**config.mk**
```make
export PLATFORM = sky130hd
export DESIGN_NAME = scr1_tcm_portb_arb
export DESIGN_NICKNAME = d
export VERILOG_FILES = /design/src/rtl/scr1_tcm_portb_arb.sv
export SDC_FILE = /design/constraint.sdc
export NUM_CORES = 1
export LEC_CHECK = 0
export ABC_AREA = 1
export BUFFER_PORTS_ARGS = -buffer_cell sky130_fd_sc_hd__buf_2
export CORE_AREA = 2 2 101 103
export DETAILED_ROUTE_END_ITERATION = 16
export DIE_AREA = 0 0 103 105
export PLACE_DENSITY = 0.77
export SLEW_MARGIN = 40
export SYNTH_ARGS = -nofsm -noshare
export SYNTH_HDL_FRONTEND = slang
export SYNTH_SLANG_ARGS = --single-unit
```
**constraint.sdc**
```tcl
create_clock -name clk -period 1.4 [get_ports clk]
set_input_delay 0.07 -clock clk [delete_from_list [all_inputs] [get_ports clk]]
set_output_delay 0.07 -clock clk [all_outputs]
set_load 0.01 [all_outputs]
```
**src/rtl/scr1_tcm_portb_arb.sv**
```systemverilog
// scr1_tcm_portb_arb: core/boot-loader arbiter for TCM port B; SCR1_TCM_ARB_RR_EN selects round-robin instead of loader priority with burst limit
module scr1_tcm_portb_arb #(
  parameter int SCR1_AWIDTH   = 16,
  parameter int SCR1_LD_BURST = 8
) (
  input  logic                   clk,
  input  logic                   rst_n,
  input  logic                   core_req,
  input  logic                   core_we,
  input  logic [3:0]             core_be,
  input  logic [SCR1_AWIDTH-3:0] core_addr,
  input  logic [31:0]            core_wdata,
  output logic                   core_ack,
  output logic                   core_rvalid,
  output logic [31:0]            core_rdata,
  input  logic                   ld_req,
  input  logic                   ld_we,
  input  logic [3:0]             ld_be,
  input  logic [SCR1_AWIDTH-3:0] ld_addr,
  input  logic [31:0]            ld_wdata,
  output logic                   ld_ack,
  output logic                   ld_rvalid,
  output logic [31:0]            ld_rdata,
  input  logic                   boot_hold,
  output logic                   renb,
  output logic                   wenb,
  output logic [3:0]             webb,
  output logic [SCR1_AWIDTH-3:0] addrb,
  output logic [31:0]            datab,
  input  logic [31:0]            qb
);
  typedef enum logic [1:0] {IDLE, CORE, LOAD} state_t;
  state_t                 state;
  logic                   rd_q;
  logic [SCR1_AWIDTH-3:0] addr_q;
  logic [31:0]            data_q;
  logic                   core_el;
  logic                   core_turn;
  logic                   ld_win;
  logic                   core_win;
  logic                   any_win;
  logic                   win_we;
  logic [3:0]             win_be;
  logic [SCR1_AWIDTH-3:0] win_addr;
  logic [31:0]            win_data;
  assign core_el = core_req & ~boot_hold;
`ifdef SCR1_TCM_ARB_RR_EN
  logic last_core;
  assign core_turn = ~last_core;
  // remember which requester was served most recently; loader goes first out of reset
  always_ff @(posedge clk or negedge rst_n)
    if (!rst_n) last_core <= 1'b1;
    else if (any_win) last_core <= core_win;
`else
  localparam int CW = $clog2(SCR1_LD_BURST + 1);
  logic [CW-1:0] cnt;
  assign core_turn = cnt == CW'(SCR1_LD_BURST);
  // loader grants taken while the core waits; saturates at the burst limit
  always_ff @(posedge clk or negedge rst_n)
    if (!rst_n) cnt <= '0;
    else if (!core_req || core_win) cnt <= '0;
    else if (ld_win && !boot_hold && !core_turn) cnt <= cnt + CW'(1);
`endif
  assign ld_win   = rst_n & ld_req & ~(core_el & core_turn);
  assign core_win = rst_n & core_el & ~ld_win;
  assign any_win  = ld_win | core_win;
  assign core_ack = core_win;
  assign ld_ack   = ld_win;
  // winner's request fields steer port B
  always_comb begin
    win_we   = ld_win ? ld_we    : core_we;
    win_be   = ld_win ? ld_be    : core_be;
    win_addr = ld_win ? ld_addr  : core_addr;
    win_data = ld_win ? ld_wdata : core_wdata;
    renb     = any_win & ~win_we;
    wenb     = any_win & win_we;
    webb     = wenb ? win_be : 4'b0000;
    addrb    = any_win ? win_addr : addr_q;
    datab    = any_win ? win_data : data_q;
  end
  // owner tag (state) and read flag for the response one cycle behind the grant
  always_ff @(posedge clk or negedge rst_n)
    if (!rst_n) begin
      state  <= IDLE;
      rd_q   <= 1'b0;
      addr_q <= '0;
      data_q <= '0;
    end else begin
      state <= core_win ? CORE : ld_win ? LOAD : IDLE;
      rd_q  <= any_win & ~win_we;
      if (any_win) begin
        addr_q <= win_addr;
        data_q <= win_data;
      end
    end
  assign core_rvalid = state == CORE;
  assign ld_rvalid   = state == LOAD;
  assign core_rdata  = (core_rvalid && rd_q) ? qb : 32'h0;
  assign ld_rdata    = (ld_rvalid && rd_q) ? qb : 32'h0;
endmodule

```
[Yosys cells after proc, flatten, opt, wreduce, memory -nomap -nowiden]
Cells that the tools add are included.
Cells by class
  bitwise logic cells: 13
  reductions and logical operators: 9
  equality and inequality tests: 3
  add/sub/neg operators: 1
  multiplexer cells: 13
Operator list (count)
  $mux W32: 4
  $mux W14: 2
  $mux W4: 4
  $and A1 B1 Y1: 8
  $add A4 B1 Y4 const B: 1
  $eq A4 B4 Y1 const B: 1
  $logic_and A1 B1 Y1: 4
  $mux W2: 2
  $not A1 Y1: 4
  $logic_not A1 Y1: 3
  $eq A2 B1 Y1 const B: 1
  $eq A2 B2 Y1 const B: 1
  $reduce_bool A2 Y1: 1
  $logic_or A1 B1 Y1: 1
  $mux W1: 1
  $or A1 B1 Y1: 1
Storage, ports and cells
  word-level logic and storage cells: 44
  input port bits: 139
  register bits after elaboration: 53

[Depth between registers and ports, before layout]
Gate-level depths: netlist (run 1).
  depth after elaboration: 10
  depth in mapped cells: 11
  depth with buffers taken out: 10

[Least setup slack after synthesis (run 1)]
No wires, ideal clock.
  kind: register to register
  start: reg cnt[0]
  end: reg addr_q[0]
  library setup time: 0.164 ns
  buffers on the path: 2
  data required time: 1.236 ns
  stages on the path, launching flop included: 12
  setup slack: -0.198 ns
  clock period less this slack: 1.598 ns
  data arrival time: 1.433 ns
  path through: dfrtp_1 -> inv_1 -> ha_1 -> nand2_1 -> nor2_1 -> nand2_2 -> nand2_4 -> inv_2 -> buf_6 -> buf_6 -> nand2_1 -> nand3_1
On the way
  word-level cells in the longest chain between the ends: 8
  elaborated cells on any way between the ends: 9
RTL lines
  start, declared: line 56  | logic [CW-1:0] cnt;
  start signal, assigned: line 62  | else if (ld_win && !boot_hold && !core_turn) cnt <= cnt + CW'(1);
  $eq A4 B4 Y1 (*): line 57  | assign core_turn = cnt == CW'(SCR1_LD_BURST);
  $and A1 B1 Y1 (*): line 64  | assign ld_win = rst_n & ld_req & ~(core_el & core_turn);
  $not A1 Y1 (*): line 64
  $and A1 B1 Y1 (*): line 64
  $not A1 Y1: line 65  | assign core_win = rst_n & core_el & ~ld_win;
  $and A1 B1 Y1: line 65
  $or A1 B1 Y1: line 66  | assign any_win = ld_win | core_win;
  $mux W14 (*)
  named net addrb[0]: line 28  | output logic [SCR1_AWIDTH-3:0] addrb,
  end signal, assigned: line 92  | addr_q <= win_addr;
  end, declared: line 35  | logic [SCR1_AWIDTH-3:0] addr_q;
The timed path passes the listed nets; every way through them passes the cells marked *.
A chain may end at the register's enable or synchronous reset.

[Final worst setup path (run 1)]
  start: reg cnt[1]
  end: out webb[1]
On the way
  word-level cells in the longest chain between the ends: 9
  elaborated cells on any way between the ends: 11
RTL lines
  $eq A4 B4 Y1 (*): line 57
  $and A1 B1 Y1 (*): line 64
  $not A1 Y1 (*): line 64
  $and A1 B1 Y1 (*): line 64
  $not A1 Y1: line 65
  $and A1 B1 Y1: line 65
  $or A1 B1 Y1: line 66
  $and A1 B1 Y1: line 76  | wenb = any_win & win_we;
  $mux W4 (*): line 77  | webb = wenb ? win_be : 4'b0000;
  end, declared: line 27  | output logic [3:0] webb,
Mark *: on every way between the ends. The rest lies on a longest branch, timed or not.

==> flow_summary.ini, run 1 <==
[power]
ir_drop_uv = 414
pwr-share-clk_pct = 18.4
p_sw_mw = 1.72
p_int_mw = 3.30
power_frac_seq_pct = 36.2
power_frac_comb_pct = 45.4
powerDensity_nw_per_um2 = 732
switching_share_pct = 34.3
leakagePower_nw = 3.77

[drt]
drc = 0
routed_wl_microns = 16900
firstDrtPassIters = 5
viasPerCell = 5.00
drt_iter0_drc = 267
routedWlPerCell_microns = 18.3
ant_nets = 0
vias = 4612

[timing]
setup_ws_ns = -0.527
max_slew_margin_pct = 55.6
hold_viol = 0
slew_viol_final = 0
period_share_pct = 138
post-route-min-period_ns = 1.93
clock_skew_ns = 0.0165
max_freq_mhz = 519
rsz0062_at_grt = true
whs_ns = 0.0145
tightestPinTransition_ns = 0.666
setup_viol = 168

[layout]
final_layout_size_suffix_gt1_share_pct = 65.9
fin_nets = 928
final_common_cell = buf_2
nFillCells = 663
fin_area_sq_um = 6860
utilization_pct = 71.1
area_growth_syn_to_layout_pct = 130
layout_common_cells = buf_2 (180), buf_6 (88), nand2_1 (75), buf_4 (64), dfrtp_1 (53)
stdcell_count = 922

[critical_path]
r2r-start = cnt[1]$_DFFE_PN0P_
worstSetupStartpointType = flip-flop
worstSetupStartpoint = cnt[1]$_DFFE_PN0P_
worstSetupPathType = flip-flop to output pin
critPathRequiredTime_ns = 1.33
crit_fanout = 12
crit_arrival_ns = 1.86
worst_r2r_path_depth = 13
cp-end-kind = output pin
r2r_slack_ns = -0.45
timing.rr.end = data_q[12]$_DFF_PN0_

[grt]
grt_remaining_overflow = 0
grt_pass1_wl_microns = 20900
grt_pass1_vias = 4219
grt_max_degree = 50
track_usage_pct = 24.7
antenna_found_initial = 1

[hold_path]
min_from = core_wdata[18]
hold_class = primary input to flip-flop
min_to = data_q[18]$_DFF_PN0_
min_path_cells = 3

[die]
dieArea_sq_um = 10800
initial_utilization_pct = 30.9
io_pins = 259
die_h_microns = 105
core_area_sq_um = 9640
placementRows = 36
die_w_microns = 103

[status]
status = complete, but fails checks
failed_checks = setup timing

[clocking]
clock_latency_ns = 0.32
root_buffer = clkbuf_8
cts_max_level = 2
cts_sinks = 53
cts_tree = built
cts_inserted_buffers = 5
clockBufferDepth = 2
path_clk_slew_ns = 0.10

[synthesis]
avgSynthCellArea_sq_um = 6.85
syn_inst = 435
synth_cell_types = 17
synth-seq-cells = 53
ys_warn_count = 0
syn_nets = 576
synth-seq-area-share_pct = 44.5
syn_area_sq_um = 2980

[placement]
post_dp_cell_area_sq_um = 5050
dpl.cell_count = 856
hpwl_microns = 9300
gp_congestion = 0.899
pre_cts_slack_ns = -0.288
port_buffers = 258

[flow_run]
max-cap-violations = 0
Yosys cell counts:
| cell | n | area (sq um) |
|---|---|---|
| a21oi_1 | 2 | 10.0 |
| buf_2 | 14 | 70.1 |
| buf_4 | 1 | 7.51 |
| buf_6 | 4 | 45.0 |
| clkbuf_1 | 7 | 26.3 |
| dfrtp_1 | 53 | 1330 |
| ha_1 | 2 | 25.0 |
| inv_1 | 50 | 188 |
| inv_2 | 2 | 7.51 |
| nand2_1 | 116 | 435 |
| nand2_2 | 1 | 6.26 |
| nand2_4 | 1 | 11.3 |
| nand3_1 | 102 | 510 |
| nand4_1 | 2 | 12.5 |
| nor2_1 | 76 | 285 |
| nor2_2 | 1 | 6.26 |
| xor2_1 | 1 | 8.76 |
per-stage QoR:
| step | total power [mW] | setup TNS, ns |
|---|---|---|
| 2_1_floorplan | 2.54 | -8.95 |
| 5_1_grt | 5.26 | -54.82 |
| 3_5_place_dp | 3.37 | -23.14 |
| 4_1_cts | 4.74 | -35.69 |
| 6_report | 5.02 | -40.29 |
| 3_3_place_gp | 3.34 | -19.72 |
final cells by class:
class | count | area [sq um] | share of cell area (%)
diodes | 1 | 2.50 | 0.0365
clock buffers | 5 | 68.8 | 1.00
clock inverters | 3 | 22.5 | 0.328
inverters | 52 | 203 | 2.96
multi-input cells | 305 | 2100 | 30.6
flip-flops and latches | 53 | 1330 | 19.3
well taps | 133 | 166 | 2.43
repair buffers | 370 | 2970 | 43.3
power by group through the flow:
stage          registers (mW)  clock network [mW]  logic, mW
6_report                 1.82               0.923       2.28
3_5_place_dp             1.83                   0       1.54
4_1_cts                  1.81               0.946       1.99
2_1_floorplan            1.82                   0      0.720
3_3_place_gp             1.82                   0       1.51
5_1_grt                  1.84                1.00       2.42
routing by layer:
metal	up-vias	share of wire, %	global-route usage, %
met4	0	5.7	13.0
met3	80	8.2	4.68
met1	2195	34	26.5
met2	282	53	44.5
met5	-	0	0
li1	2055	-	-
timing repair:
item	CTS	global route
endpoints found under the hold margin	46	1
pin swaps	22	16
hold buffers	17	1
endpoints found under the setup margin	169	169
cloned	7	4
buffers inserted	21	13
gates resized for setup	132	141
cells by family (layout without fill, tap and decap cells):
| family | Yosys count | after routing | share of synthesized area (%) |
|---|---|---|---|
| AOI/OAI and AO/OA | 2 | 2 | 0.336 |
| xor gates and xnor gates | 1 | 1 | 0.294 |
| and+or+nand+nor | 299 | 300 | 42.5 |
| other | 0 | 1 | 0 |
| buffers and inverters | 78 | 430 | 11.5 |
| DFF | 53 | 53 | 44.5 |
| adders and majority gates | 2 | 2 | 0.839 |
worst max path at each step:
stage / end / slack [ns] / cells after the start
final: webb[1] / -0.53 / 12
after floorplan: addr_q[0]$_DFF_PN0_ / -0.16 / 11
after detailed placement: data_q[21]$_DFF_PN0_ / -0.29 / 11
after CTS: datab[22] / -0.48 / 11
after global routing: webb[1] / -0.63 / 12
after global placement: addr_q[0]$_DFF_PN0_ / -0.24 / 11
sequential cells by signal, summed over array words and instances (netlist names):
signal / flops
data_q: 32
cnt: 4
state: 2
rd_q: 1
addr_q: 14
critical path, stage by stage (launching register included):
cell	delay [ns]
dfrtp_1	0.40
inv_2	0.07
ha_4	0.15
nand2_4	0.05
nor2_4	0.10
nand2_4	0.10
nand2_8	0.13
buf_12	0.15
nand2_2	0.05
nand2_2	0.07
inv_2	0.04
nor2_2	0.10
buf_2	0.15
No activity file was read; power rests on OpenSTA's default activity.
==> inputs of run 2 (changes only) <==
==> constraint.sdc (replaced) <==
create_clock -name clk -period 1.62 [get_ports clk]
set_input_delay 0.162 -clock clk [delete_from_list [all_inputs] [get_ports clk]]
set_output_delay 0.162 -clock clk [all_outputs]
set_load 0.01 [all_outputs]
==> flow_summary.ini, run 2 (synthesized netlist as in run 1, its figures left out) <==
[grt]
grt_max_degree = 48
grt_pass1_vias = 3771
track_usage_pct = 22.1
antenna_found_initial = 6
grt_pass1_wl_microns = 18200
grt_remaining_overflow = 0

[critical_path]
crit_arrival_ns = 1.94
cp-end-kind = output pin
worstSetupStartpointType = flip-flop
crit_fanout = 8
slowest_stage = dfrtp_1
slowest_delay_ns = 0.40
worstSetupPathType = flip-flop to output pin
worst_path_most_repeated_cell = nand2_2
worstPathCellList = inv_2 -> ha_4 -> nand2_2 -> nor2_2 -> nand2_2 -> nand2_8 -> inv_8 -> clkbuf_16 -> nand2_2 -> nand3_2 -> buf_6
critPathRequiredTime_ns = 1.46

[clocking]
cts_inserted_buffers = 5
root_buffer = clkbuf_8
path_clk_slew_ns = 0.10
cts_tree = built
cts_max_level = 2
clockBufferDepth = 2
cts_sinks = 53
clock_latency_ns = 0.30

[timing]
tightestPinTransition_ns = 0.585
hold_viol = 0
whs_ns = 0.0188
setup_ws_ns = -0.479
post-route-min-period_ns = 2.10
max_freq_mhz = 476
clock_skew_ns = 0.00733
max_slew_margin_pct = 61.0
fin_setup_tns_ns = -27.55
setup_viol = 79
slew_viol_final = 0
period_share_pct = 130
rsz0062_at_grt = true

[power]
powerDensity_nw_per_um2 = 702
leakagePower_nw = 3.37
p_total_mw = 3.93
ir_drop_uv = 476

[die]
dieArea_sq_um = 10800
die_h_microns = 105
placementRows = 36
io_pins = 259
core_area_sq_um = 9640
initial_utilization_pct = 30.9
die_w_microns = 103

[drt]
routedWlPerCell_microns = 15.8
drt_iter0_drc = 118
firstDrtPassIters = 4
routed_wl_microns = 13800
ant_nets = 0
viasPerCell = 4.66
drc = 0
vias = 4064

[layout]
largest_register = data_q
final_layout_size_suffix_gt1_share_pct = 57.6
stdcell_count = 872
area_growth_syn_to_layout_pct = 88.1
fin_nets = 876
layout_common_cells = buf_2 (222), nand2_1 (79), nor2_1 (72), nand3_1 (56), dfrtp_1 (53)
final_common_cell = buf_2
nFillCells = 888
largest_reg_flops = 32
reg_top3 = data_q x32, addr_q x14, cnt x4

[placement]
dpl.cell_count = 838
hpwl_microns = 9760
pre_cts_slack_ns = -0.0992
gp_congestion = 0.857
port_buffers = 258

[status]
failed_checks = setup timing
status = complete, but fails checks

[flow_run]
max-cap-violations = 0

[hold_path]
hold_class = primary input to asynchronous set/reset pin
run 2: cell count changes in the layout (fill, tap and decap cells not counted), sizes merged:
cell         change
clkinvlp         -2
nand2            -1
diode            +3
clkbuf           +1
buf             -34
dlygate4sd3     -17
run 2: area by class of cell:
class | count | area, sq um | area share, %
Timing Repair Buffer | 319 | 2120 | 37.8
Inverter | 52 | 203 | 3.61
Clock inverter | 1 | 7.51 | 0.134
Clock buffer | 6 | 82.6 | 1.47
Tap cell | 133 | 166 | 2.97
Multi-Input combinational cell | 304 | 1690 | 30.2
Sequential cell | 53 | 1330 | 23.7
Antenna cell | 4 | 10.0 | 0.178
run 2: worst paths after layout:
path | start | to | slack [ns] | cells past startpoint
worst min register to register | addr_q[2]$_DFF_PN0_ | addr_q[2]$_DFF_PN0_ | 0.49 | 2
worst max register to register | cnt[1]$_DFFE_PN0P_ | addr_q[6]$_DFF_PN0_ | -0.23 | 12
max in group asynchronous | rst_n | state[0]$_DFF_PN0_ | 1.11 | 3
worst min-delay path | rst_n | addr_q[6]$_DFF_PN0_ | 0.02 | 2
min in group clk | ld_wdata[20] | data_q[20]$_DFF_PN0_ | 0.08 | 3
worst max-delay path | cnt[1]$_DFFE_PN0P_ | addrb[4] | -0.48 | 11
run 2: what timing repair did:
item | in CTS | in global routing
hold buffers | 1 | 0
cloned | 0 | 4
hold endpoints to repair | 7 | 0
buffers inserted | 4 | 14
gates resized for setup | 73 | 70
setup endpoints to repair | 67 | 151
pin swaps | 9 | 15
run 2: routing by layer:
layer  wire, microns  track usage [%]  up-vias
li1                -                -     1952
met5              24                0        -
met2            7040             40.6      184
met4             420             6.58        4
met1            5170             23.9     1898
met3            1150             6.42       26
run 2: report_power, final:
part	switching (mW)	internal, mW
Sequential	0.0557	1.51
Combinational	0.772	0.833
Clock	0.427	0.339
Total	1.26	2.68
run 2: stage by stage:
stage	utilization, %	cell area (sq um)
3_5_place_dp	48.1	4640
3_3_place_gp	48.1	4640
2_1_floorplan	-	2980
6_report	58.2	5610
5_1_grt	58.2	5610
4_1_cts	53.1	5120
run 2: worst max-delay path, delay by kind of cell (launching register included):
| family | cells | cell delay, ns |
|---|---|---|
| DFF | 1 | 0.40 |
| and+or+nand+nor | 6 | 0.66 |
| adders and majority gates | 1 | 0.14 |
| buffers and inverters | 4 | 0.43 |
==> inputs of run 3 (changes only) <==
--- a/config.mk
+++ b/config.mk
@@ -5,12 +5,11 @@
 export SDC_FILE = /design/constraint.sdc
 export NUM_CORES = 1
 export LEC_CHECK = 0
-export ABC_AREA = 1
 export BUFFER_PORTS_ARGS = -buffer_cell sky130_fd_sc_hd__buf_2
-export CORE_AREA = 2 2 101 103
+export CORE_AREA = 2 2 102 104
 export DETAILED_ROUTE_END_ITERATION = 16
-export DIE_AREA = 0 0 103 105
-export PLACE_DENSITY = 0.77
+export DIE_AREA = 0 0 104 106
+export PLACE_DENSITY = 0.76
 export SLEW_MARGIN = 40
 export SYNTH_ARGS = -nofsm -noshare
 export SYNTH_HDL_FRONTEND = slang
==> flow_summary.ini, run 3 <==
[status]
status = complete, but fails checks
failed_checks = setup timing

[grt]
grt_use_met2_pct = 35.9
grt.busiest_layer = met2
grt_pass1_wl_microns = 16900
grt_util_met3_pct = 4.48
grt_pass1_vias = 3462
use_met1_pct = 20.1
grt_remaining_overflow = 0
grt_max_degree = 65
track_usage_pct = 18.9
antenna_found_initial = 1

[timing]
rsz0062_at_grt = true
slew_viol_final = 0
hold_viol = 0
setup_ws_ns = -0.602
whs_ns = 0.0527
clock_skew_ns = 0.00320
fin_setup_tns_ns = -34.67
max_slew_margin_pct = 69.3
period_share_pct = 137
post-route-min-period_ns = 2.22
max_freq_mhz = 450
setup_viol = 101
tightestPinTransition_ns = 0.460

[power]
powerDensity_nw_per_um2 = 718
ir_drop_uv = 459
pwr-share-clk_pct = 24.4
p_total_mw = 3.58
switching_share_pct = 28.8
power_frac_seq_pct = 42.9
p_int_mw = 2.55
power_frac_comb_pct = 32.7
p_sw_mw = 1.03
leakagePower_nw = 3.21

[die]
die_h_microns = 106
initial_utilization_pct = 29.9
io_pins = 259
dieArea_sq_um = 11000
core_area_sq_um = 10000
placementRows = 37
die_w_microns = 104

[drt]
routedWlPerCell_microns = 16.5
viasPerCell = 5.00
ant_nets = 0
vias = 3532
drt_iter0_drc = 232
firstDrtPassIters = 4
drc = 0
routed_wl_microns = 11700

[synthesis]
syn_area_sq_um = 2990
netlist_top_cells_area = dfrtp_1 (44%), and3_1 (14%), a22o_1 (13%)
yosysMostFrequentCell = and3_1
synth_cell_types = 29
synth-seq-area-share_pct = 44.3
async_flop_share_pct = 100
synth_top_area_cell = dfrtp_1
ys_warn_count = 0
synthTopCellsByCount = and3_1 (65), dfrtp_1 (53), a21o_1 (45), a22o_1 (45), clkbuf_1 (18)
synth-edff-count = 0
avgSynthCellArea_sq_um = 10.2
syn_nets = 435
syn_inst = 294
synth-seq-cells = 53
ys.flop_type = dfrtp_1
synth_top_area_share_pct = 44.3

[layout]
final_common_cell = buf_2
reg_top3 = data_q x32, addr_q x14, cnt x4
final_layout_size_suffix_gt1_share_pct = 57.4
stdcell_count = 707
utilization_pct = 49.9
largest_register = data_q
fin_nets = 711
area_growth_syn_to_layout_pct = 66.9
layout_common_cells = buf_2 (253), and3_1 (65), dfrtp_1 (53), a22o_1 (45), a21o_1 (45)
fin_area_sq_um = 4990
largest_reg_flops = 32

[critical_path]
worstSetupStartpointType = flip-flop
worstSetupPathType = flip-flop to output pin
r2r_slack_ns = -0.20
crit_arrival_ns = 2.06
critPathRequiredTime_ns = 1.46
crit_fanout = 10
timing.rr.end = data_q[14]$_DFF_PN0_
worst_r2r_path_depth = 8
cp-end-kind = output pin
r2r-start = cnt[0]$_DFFE_PN0P_

[placement]
post_dp_cell_area_sq_um = 4560
port_buffers = 258
gp_congestion = 0.940
pre_cts_slack_ns = -0.253
dpl.cell_count = 684
hpwl_microns = 8530

[clocking]
clock_latency_ns = 0.30
cts_max_level = 2
clockBufferDepth = 2
cts_tree = built
cts_inserted_buffers = 5
cts_sinks = 53
root_buffer = clkbuf_8
path_clk_slew_ns = 0.09

[flow_run]
max-cap-violations = 0

[hold_path]
hold_class = primary input to asynchronous set/reset pin
-- run 3: cell types whose count changed in the layout (fill, tap and decap cells not counted), moves of 31 or more --
cell     previous run  this run
a22o_1              0        45
nand3_2            44         0
inv_1              46         0
nand2_2            36         0
a21o_1              0        45
nand3_1            56        10
and3_1              0        65
nand2_1            79         8
nor2_1             72         0
buf_2             222       253
-- run 3: cells by family after synthesis --
group	after synthesis	synth area share, %
mux	1	0.335
fa+ha+maj	2	0.836
flops	53	44.3
buf+inv	33	6.27
compound gates	104	27.9
simple gates	101	20.3
-- run 3: routing by layer --
metal / wire (microns) / vias to the layer above
met1: 4340 / 1676
met3: 817 / 25
li1: - / 1651
met5: 0 / -
met4: 338 / 0
met2: 6160 / 180
-- run 3: layout make-up --
| cell class | count | area, sq um |
|---|---|---|
| fill | 962 | 5010 |
| timing repair buffer | 300 | 1800 |
| multi-input combinational | 208 | 1590 |
| sequential | 53 | 1330 |
| tap | 136 | 170 |
| clock buffer | 5 | 68.8 |
| clock inverter | 2 | 35.0 |
| inverter | 2 | 7.51 |
| antenna | 1 | 2.50 |
-- run 3: worst max-delay path by stage --
stage / slack, ns / endpoint / cells past startpoint / start
floorplan: -0.1 / addrb[11] / 8 / cnt[0]$_DFFE_PN0P_
global placement: -0.21 / addrb[12] / 8 / cnt[0]$_DFFE_PN0P_
detailed placement: -0.25 / addrb[12] / 8 / cnt[0]$_DFFE_PN0P_
CTS: -0.60 / renb / 8 / cnt[0]$_DFFE_PN0P_
global route: -0.68 / datab[21] / 8 / cnt[0]$_DFFE_PN0P_
finish: -0.60 / datab[21] / 8 / cnt[0]$_DFFE_PN0P_
-- run 3: what timing repair did --
action / 4_1_cts / 5_1_grt
setup endpoints to repair: 101 / 157
setup buffers: 2 / 7
endpoints found under the hold margin: 10 / 0
gates cloned: 1 / 4
resized for setup: 14 / 29
hold buffers: 1 / 0
pin swaps: 4 / 2
-- run 3: critical path, cell delays in order, from the launching register on --
cell,delay [ns]
dfrtp_1,0.40
inv_2,0.08
ha_4,0.12
nand3b_1,0.13
o211a_4,0.33
clkbuf_16,0.19
a22o_1,0.18
a21o_1,0.18
buf_2,0.14
-- run 3: power groups by stage --
stage	Combinational [mW]	Clock [mW]	Sequential, mW
floorplan	0.555	0	1.54
global placement	1.02	0	1.55
detailed placement	1.05	0	1.56
CTS	1.08	0.918	1.54
global route	1.27	0.963	1.55
finish	1.17	0.875	1.54
